$ cat src/rtl/ksa_adder_pipe_if.sv
// ksa_adder_pipe_if: operand/result handshake bundle for ksa_adder_pipe
interface ksa_adder_pipe_if #(
    parameter int DATA_W = 16,
    parameter int TAG_W  = 4
);
    logic              in_valid, in_ready, in_cin, in_sub;
    logic [DATA_W-1:0] in_a, in_b;
    logic [TAG_W-1:0]  in_tag;
    logic              out_valid, out_ready, out_cout, out_ovf;
    logic [DATA_W-1:0] out_sum;
    logic [TAG_W-1:0]  out_tag;
    modport master (
        output in_valid, in_a, in_b, in_cin, in_sub, in_tag, out_ready,
        input  in_ready, out_valid, out_sum, out_cout, out_ovf, out_tag
    );
    modport slave (
        input  in_valid, in_a, in_b, in_cin, in_sub, in_tag, out_ready,
        output in_ready, out_valid, out_sum, out_cout, out_ovf, out_tag
    );
endinterface

$ cat src/rtl/ksa_adder_pipe.sv
// ksa_adder_pipe: pipelined Kogge-Stone adder/subtractor, one register per prefix level
module ksa_adder_pipe #(
    parameter int DATA_W = 16,
    parameter int TAG_W  = 4
) (
    input logic clk,
    input logic rst,
    ksa_adder_pipe_if.slave bus
);
    localparam int LEVELS = $clog2(DATA_W);
    localparam int PL = LEVELS > 0 ? LEVELS - 1 : 0;
    logic adv, c0;
    logic [DATA_W-1:0] b_c, sum_c;
    logic [DATA_W:0] cv;
    logic [LEVELS:0][DATA_W-1:0] g_r, s_r, gn;
    logic [PL:0][DATA_W-1:0] p_r, pn;
    logic [LEVELS:0][TAG_W-1:0] t_r;
    logic [LEVELS:0] v_r, c_r, am_r, bm_r;
    assign adv = ~bus.out_valid | bus.out_ready;
    assign bus.in_ready = adv;
    assign b_c = bus.in_sub ? ~bus.in_b : bus.in_b;
    assign c0 = bus.in_sub | bus.in_cin;
    assign pn[0] = bus.in_a ^ b_c;
    // carry-in enters as a generate at bit -1, so final G[i] is the true carry out of bit i
    assign gn[0] = (bus.in_a & b_c) | DATA_W'(pn[0][0] & c0);
    for (genvar k = 1; k <= LEVELS; k++) begin : lvl
        localparam int S = 1 << (k - 1);
        for (genvar i = 0; i < DATA_W; i++) begin : bt
            if (i >= S) begin : cmb
                assign gn[k][i] = g_r[k-1][i] | (p_r[k-1][i] & g_r[k-1][i-S]);
                if (k < LEVELS) begin : pp
                    assign pn[k][i] = p_r[k-1][i] & p_r[k-1][i-S];
                end
            end else begin : pass
                assign gn[k][i] = g_r[k-1][i];
                if (k < LEVELS) begin : pp
                    assign pn[k][i] = p_r[k-1][i];
                end
            end
        end
    end
    always_ff @(posedge clk) begin
        if (rst) begin
            v_r <= '0;
        end else if (adv) begin
            v_r[0]  <= bus.in_valid;
            g_r[0]  <= gn[0];
            p_r[0]  <= pn[0];
            s_r[0]  <= pn[0];
            c_r[0]  <= c0;
            t_r[0]  <= bus.in_tag;
            am_r[0] <= bus.in_a[DATA_W-1];
            bm_r[0] <= b_c[DATA_W-1];
            for (int k = 1; k <= LEVELS; k++) begin
                v_r[k]  <= v_r[k-1];
                g_r[k]  <= gn[k];
                s_r[k]  <= s_r[k-1];
                c_r[k]  <= c_r[k-1];
                t_r[k]  <= t_r[k-1];
                am_r[k] <= am_r[k-1];
                bm_r[k] <= bm_r[k-1];
            end
            for (int k = 1; k < LEVELS; k++) p_r[k] <= pn[k];
        end
    end
    assign cv = {g_r[LEVELS], c_r[LEVELS]};
    assign sum_c = s_r[LEVELS] ^ cv[DATA_W-1:0];
    always_ff @(posedge clk) begin
        if (rst) begin
            bus.out_valid <= 1'b0;
            bus.out_sum   <= '0;
            bus.out_cout  <= 1'b0;
            bus.out_ovf   <= 1'b0;
            bus.out_tag   <= '0;
        end else if (adv) begin
            bus.out_valid <= v_r[LEVELS];
            if (v_r[LEVELS]) begin
                bus.out_sum  <= sum_c;
                bus.out_cout <= cv[DATA_W];
                bus.out_ovf  <= (am_r[LEVELS] == bm_r[LEVELS]) && (sum_c[DATA_W-1] != am_r[LEVELS]);
                bus.out_tag  <= t_r[LEVELS];
            end
        end
    end
endmodule

$ cat src/flat_wrapper.sv
// flat-port wrapper written by rule: the top's interface ports become plain ports
module ksa_adder_pipe_flat 
#(
    parameter int DATA_W = 16,
    parameter int TAG_W  = 4
)
  (clk, rst, bus_in_valid, bus_in_a, bus_in_b, bus_in_cin, bus_in_sub, bus_in_tag, bus_out_ready, bus_in_ready, bus_out_valid, bus_out_sum, bus_out_cout, bus_out_ovf, bus_out_tag);
  ksa_adder_pipe_if #(.DATA_W(DATA_W), .TAG_W(TAG_W)) bus_i ();
  input logic clk;
  input logic rst;
  input wire logic [$bits(bus_i.in_valid)-1:0] bus_in_valid;
  input wire logic [$bits(bus_i.in_a)-1:0] bus_in_a;
  input wire logic [$bits(bus_i.in_b)-1:0] bus_in_b;
  input wire logic [$bits(bus_i.in_cin)-1:0] bus_in_cin;
  input wire logic [$bits(bus_i.in_sub)-1:0] bus_in_sub;
  input wire logic [$bits(bus_i.in_tag)-1:0] bus_in_tag;
  input wire logic [$bits(bus_i.out_ready)-1:0] bus_out_ready;
  output wire logic [$bits(bus_i.in_ready)-1:0] bus_in_ready;
  output wire logic [$bits(bus_i.out_valid)-1:0] bus_out_valid;
  output wire logic [$bits(bus_i.out_sum)-1:0] bus_out_sum;
  output wire logic [$bits(bus_i.out_cout)-1:0] bus_out_cout;
  output wire logic [$bits(bus_i.out_ovf)-1:0] bus_out_ovf;
  output wire logic [$bits(bus_i.out_tag)-1:0] bus_out_tag;
  assign bus_i.in_valid = bus_in_valid;
  assign bus_i.in_a = bus_in_a;
  assign bus_i.in_b = bus_in_b;
  assign bus_i.in_cin = bus_in_cin;
  assign bus_i.in_sub = bus_in_sub;
  assign bus_i.in_tag = bus_in_tag;
  assign bus_i.out_ready = bus_out_ready;
  assign bus_in_ready = bus_i.in_ready;
  assign bus_out_valid = bus_i.out_valid;
  assign bus_out_sum = bus_i.out_sum;
  assign bus_out_cout = bus_i.out_cout;
  assign bus_out_ovf = bus_i.out_ovf;
  assign bus_out_tag = bus_i.out_tag;
  ksa_adder_pipe #(.DATA_W(DATA_W), .TAG_W(TAG_W)) u_core (.clk(clk), .rst(rst), .bus(bus_i));
endmodule
$ cat config.mk
export PLATFORM = sky130hd
export DESIGN_NAME = ksa_adder_pipe_flat
export DESIGN_NICKNAME = d
export VERILOG_FILES = /design/src/rtl/ksa_adder_pipe_if.sv /design/src/rtl/ksa_adder_pipe.sv /design/src/flat_wrapper.sv
export SDC_FILE = /design/constraint.sdc
export NUM_CORES = 1
export LEC_CHECK = 0
export ABC_AREA = 0
export CAP_MARGIN = 25
export CORE_ASPECT_RATIO = 0.6
export CORE_UTILIZATION = 36
export CTS_CLUSTER_DIAMETER = 50
export DETAILED_ROUTE_END_ITERATION = 6
export PLACE_DENSITY = 0.52
export SYNTH_ARGS = -nofsm -noshare
export SYNTH_HDL_FRONTEND = slang
export SYNTH_SLANG_ARGS = --single-unit
$ cat constraint.sdc
create_clock -name clk -period 13.5 [get_ports clk]
set_input_delay 2.7 -clock clk [delete_from_list [all_inputs] [get_ports clk]]
set_output_delay 2.7 -clock clk [all_outputs]
set_load 0.005 [all_outputs]
======== Yosys cells after proc, flatten, opt, wreduce, memory -nomap -nowiden ========
Index checks and enable logic that the tools add are counted.
operators by class
  eq/ne operators ......................... 2
  multiplexer cells ....................... 1
  bitwise logic cells ..................... 149
  reductions and logical operators ........ 3
operators by type and width
  kind                   count
  1-bit bitwise AND      91
  1-bit OR               51
  16-bit bitwise XOR     2
  16-bit bitwise AND     1
  16-bit two-way mux     1
  16-bit inverter        1
  16-bit OR              1
  2-bit AND reduction    2
  1-bit inverter         2
  1-bit equality test    1
  1-bit logical AND      1
  1-bit inequality test  1
storage, ports and cells
  register bits after elaboration ......... 271
  word-level logic and storage cells ...... 182

======== Logic depth before layout (Yosys ltp) ========
  depth in word-level cells ............... 5
  gate-level depth with buffers ........... 6
  depth with buffers taken out ............ 4

======== Least setup slack after synthesis ========
No wires, ideal clock.
  path type ............................... input to register
  start ................................... input rst
  end ..................................... register u_core.am_r[0] (enable)
  arrival ................................. 12.584 ns
  data required time ...................... 12.678 ns
  slack ................................... 0.094 ns
  cell stages on the path ................. 3
  buffers on the path ..................... 2
  cells stage by stage .................... buf_2 > buf_1 > nor2_1
on the way
  cells in the longest elaborated chain, start to end .. 2
RTL lines
  what                            line                  text
  start: declaration              flat_wrapper.sv:10    input logic rst;
  1-bit inverter (no line)        --
  2-bit AND reduction (no line)   --
  end signal: assignment          ksa_adder_pipe.sv:52  am_r[0] <= bus.in_a[DATA_W-1];
  end signal: indexed assignment  ksa_adder_pipe.sv:60  am_r[k] <= am_r[k-1];
  end: declaration                ksa_adder_pipe.sv:18  logic [LEVELS:0] v_r, c_r, am_r, bm_r;
No other way between the ends.
A chain may end at the register's enable or synchronous reset.

======== Final worst setup path ========
  start ................................... input bus_out_ready
  end ..................................... output bus_in_ready
on the way
  cells in the longest elaborated chain, start to end .. 1
RTL lines
  what                line                  text
  start: declaration  flat_wrapper.sv:17    input wire logic [$bits(bus_i.out_ready)-1:0] bus_out_ready;
  1-bit OR            ksa_adder_pipe.sv:19  assign adv = ~bus.out_valid | bus.out_ready;
  end: declaration    flat_wrapper.sv:18    output wire logic [$bits(bus_i.in_ready)-1:0] bus_in_ready;
No other way between the ends.

==> results.sh <==
export IMPL_drc_errors=0
export IMPL_first_iter_violations=307
export IMPL_cts_hold_buf=0
export IMPL_p_leak_nw=3.82
export IMPL_worstPathArrival_ps=4520
export IMPL_dr_pass1_iters=4
export IMPL_holdPathStages=0
export IMPL_hold_class="reg2reg"
export IMPL_htree_num_levels=1
export IMPL_core_area_sq_um=24300
export IMPL_ir_drop_v=0.0000777
export IMPL_crit_type="in2out"
export IMPL_clockRootBuffer="clkbuf_16"
export IMPL_synth_cells=474
export IMPL_rows=44
export IMPL_grt_overflow=0
export IMPL_gp_congestion=0.737
export IMPL_via_count=4038
export IMPL_r2r_start="u_core.bus.out_valid$_SDFFE_PP0N_"
export IMPL_ys_warn_count=0
export IMPL_drtAntennaViolNets=0
export IMPL_dp_hpwl_mm=8.73
export IMPL_ys_seq_area_frac=0.828
export IMPL_finalInstanceArea_sq_um=10800
export IMPL_numCtsBuffers=24
export IMPL_rsz0062_at_grt="false"
export IMPL_grtUsageMet1=0.163
export IMPL_clockBufferDepth=3
export IMPL_status="complete, no violations"
export IMPL_grt_usage=0.105
export IMPL_p_per_area_nw_per_um2=155
export IMPL_r2r_end="u_core.g_r[33]$_DFFE_PP_"
export IMPL_slew_violations=0
export IMPL_synth_top_area_share=0.765
export IMPL_die_h_microns=124
export IMPL_hold_path_end="u_core.t_r[5]$_DFFE_PP_"
export IMPL_grt_use_met3=0.0275
export IMPL_area_delta_synth_final_pct=20.1
export IMPL_cts_tree="built"
export IMPL_max_slew_margin=0.275
export IMPL_grtUsageMet2=0.143
export IMPL_cts_sinks=257
export IMPL_hp_start="u_core.t_r[1]$_DFFE_PP_"
export IMPL_fin_crit_ps=7220
export IMPL_crit_fanout=29
export IMPL_cts_setup_buffers=0
export IMPL_routed_wl_mm=13.5
export IMPL_syn_nets=532
export IMPL_fmax_mhz=139
export IMPL_setup_worst_path_end_class="primary output"
export IMPL_cap_violations=0
export IMPL_skew_ps=5.69
export IMPL_tightestPinTransition_ps=1090
export IMPL_nNetsFinal=614
export IMPL_synth_distinct_cells=25
export IMPL_hold_violations=0
export IMPL_required_ps=10800
export IMPL_vias_per_cell=4.53
export IMPL_grt_max_degree=212
export IMPL_initial_core_util=0.369
export IMPL_antenna_found_initial=0
export IMPL_r2r_cells=3
export IMPL_grt_busiest_layer="met1"
export IMPL_yosys_register_bits=257
export IMPL_final_cell_mix="229 x edfxtp_1, 65 x clkdlybuf4s50_1, 50 x a21o_1, 34 x and2_1"
export IMPL_rrSetupSlack_ps=11110
export IMPL_grt_pass1_wl_mm=21.2
export IMPL_portBuffers=65
export IMPL_post_route_period_util=0.535
export IMPL_antenna_cells=0
export IMPL_clock_latency_ps=510
export IMPL_syn_area_per_cell_sq_um=19.0
export IMPL_place_area_sq_um=10000
export IMPL_ios=66
export IMPL_synth_cell_area_sq_um=8990
export IMPL_dieArea_sq_um=25600
export IMPL_layout_drive_gt1_share=0.0773
export IMPL_synthTopCellsByArea="edfxtp_1 77%, dfxtp_1 6.2%, a21o_1 4.2%"
export IMPL_setup_viol=0
export IMPL_startpoint_type="input port"
export IMPL_tns_ps=0
export IMPL_yosysTopAreaCell="edfxtp_1"
export IMPL_final_common_cell="edfxtp_1"
export IMPL_ctsResizeCount=0
export IMPL_wl_per_cell_microns=15.1
export IMPL_grt_pass1_vias=4047
export IMPL_fp_dieW_microns=206
export IMPL_path_clk_slew_ps=60
[layer usage]
metal | part of all wire | vias up
met5 | 0 | -
met4 | 0.022 | 0
met3 | 0.055 | 27
met2 | 0.39 | 92
met1 | 0.53 | 1940
li1 | - | 1979
[logic make-up (layout without fill, tap and decap cells)]
group                      Yosys count  in the layout  synth area share
buffers and inverters               14            109           0.00849
DFF                                257            257             0.828
adders and majority gates           16             16            0.0223
and+or+nand+nor                     55             55            0.0352
AOI/OAI and AO/OA                  100            100            0.0752
xor gates and xnor gates            32             32            0.0312
[area by class of cell]
type                       instances  area [sq um]
inverter                           2          7.51
clock buffer                      30           686
tap                              322           403
sequential                       257          7440
timing repair buffer              68           709
multi-input combinational        203          1480
fill                            2139         13500
clock inverter                     9          70.1
[worst max-delay path: stages]
cell	delay [ps]
clkdlybuf4s50_1	410
nor2b_2	510
inv_2	360
clkdlybuf4s50_1	530
[stage by stage]
stage	hold slack [ps]	worst slack, ps	cells	utilization	total power [mW]
after CTS	414	6310	890	0.443	1.69
after detailed placement	405	6310	851	0.412	1.04
after floorplan	400	94.4	474	-	1.01
after global routing	417	6200	891	0.444	1.73
after global placement	403	6350	850	0.411	1.04
final	416	6280	891	0.444	1.67
[worst max path at each step]
stage | from | end | slack [ps] | cells after the start
final | bus_out_ready | bus_in_ready | 6280 | 4
after global routing | bus_out_ready | bus_in_ready | 6200 | 4
after CTS | bus_out_ready | bus_in_ready | 6310 | 4
after detailed placement | bus_out_ready | bus_in_ready | 6310 | 4
after global placement | bus_out_ready | bus_in_ready | 6350 | 4
after floorplan | rst | u_core.am_r[0]$_DFFE_PP_ | 90 | 3
[registers in the layout, summed over array words and instances (netlist names), 16 cells and up]
| signal | count |
|---|---|
| u_core.bus.out_sum | 16 |
| u_core.cv | 16 |
| u_core.t_r | 20 |
| u_core.p_r | 37 |
| u_core.s_r | 77 |
| u_core.g_r | 64 |
[Yosys cell counts, drive strengths merged]
cell type,count
xor2,16
edfxtp,229
nor2b,1
nor2,2
buf,11
or3,1
dfxtp,28
clkbuf,1
inv,2
o21ai,5
ha,16
or2,1
xnor2,16
a21o,50
nand2,10
nand3,6
a21oi,28
a211oi,16
a311oi,1
and2,34
[report_power, final]
| group | leakage (nW) | internal (mW) | total (mW) | switching (mW) |
|---|---|---|---|---|
| Combinational | 0.962 | 0.0344 | 0.0670 | 0.0325 |
| Clock | 0.386 | 0.376 | 0.643 | 0.267 |
| Sequential | 2.47 | 0.932 | 0.958 | 0.0261 |
No activity file was read; power rests on OpenSTA's default activity.
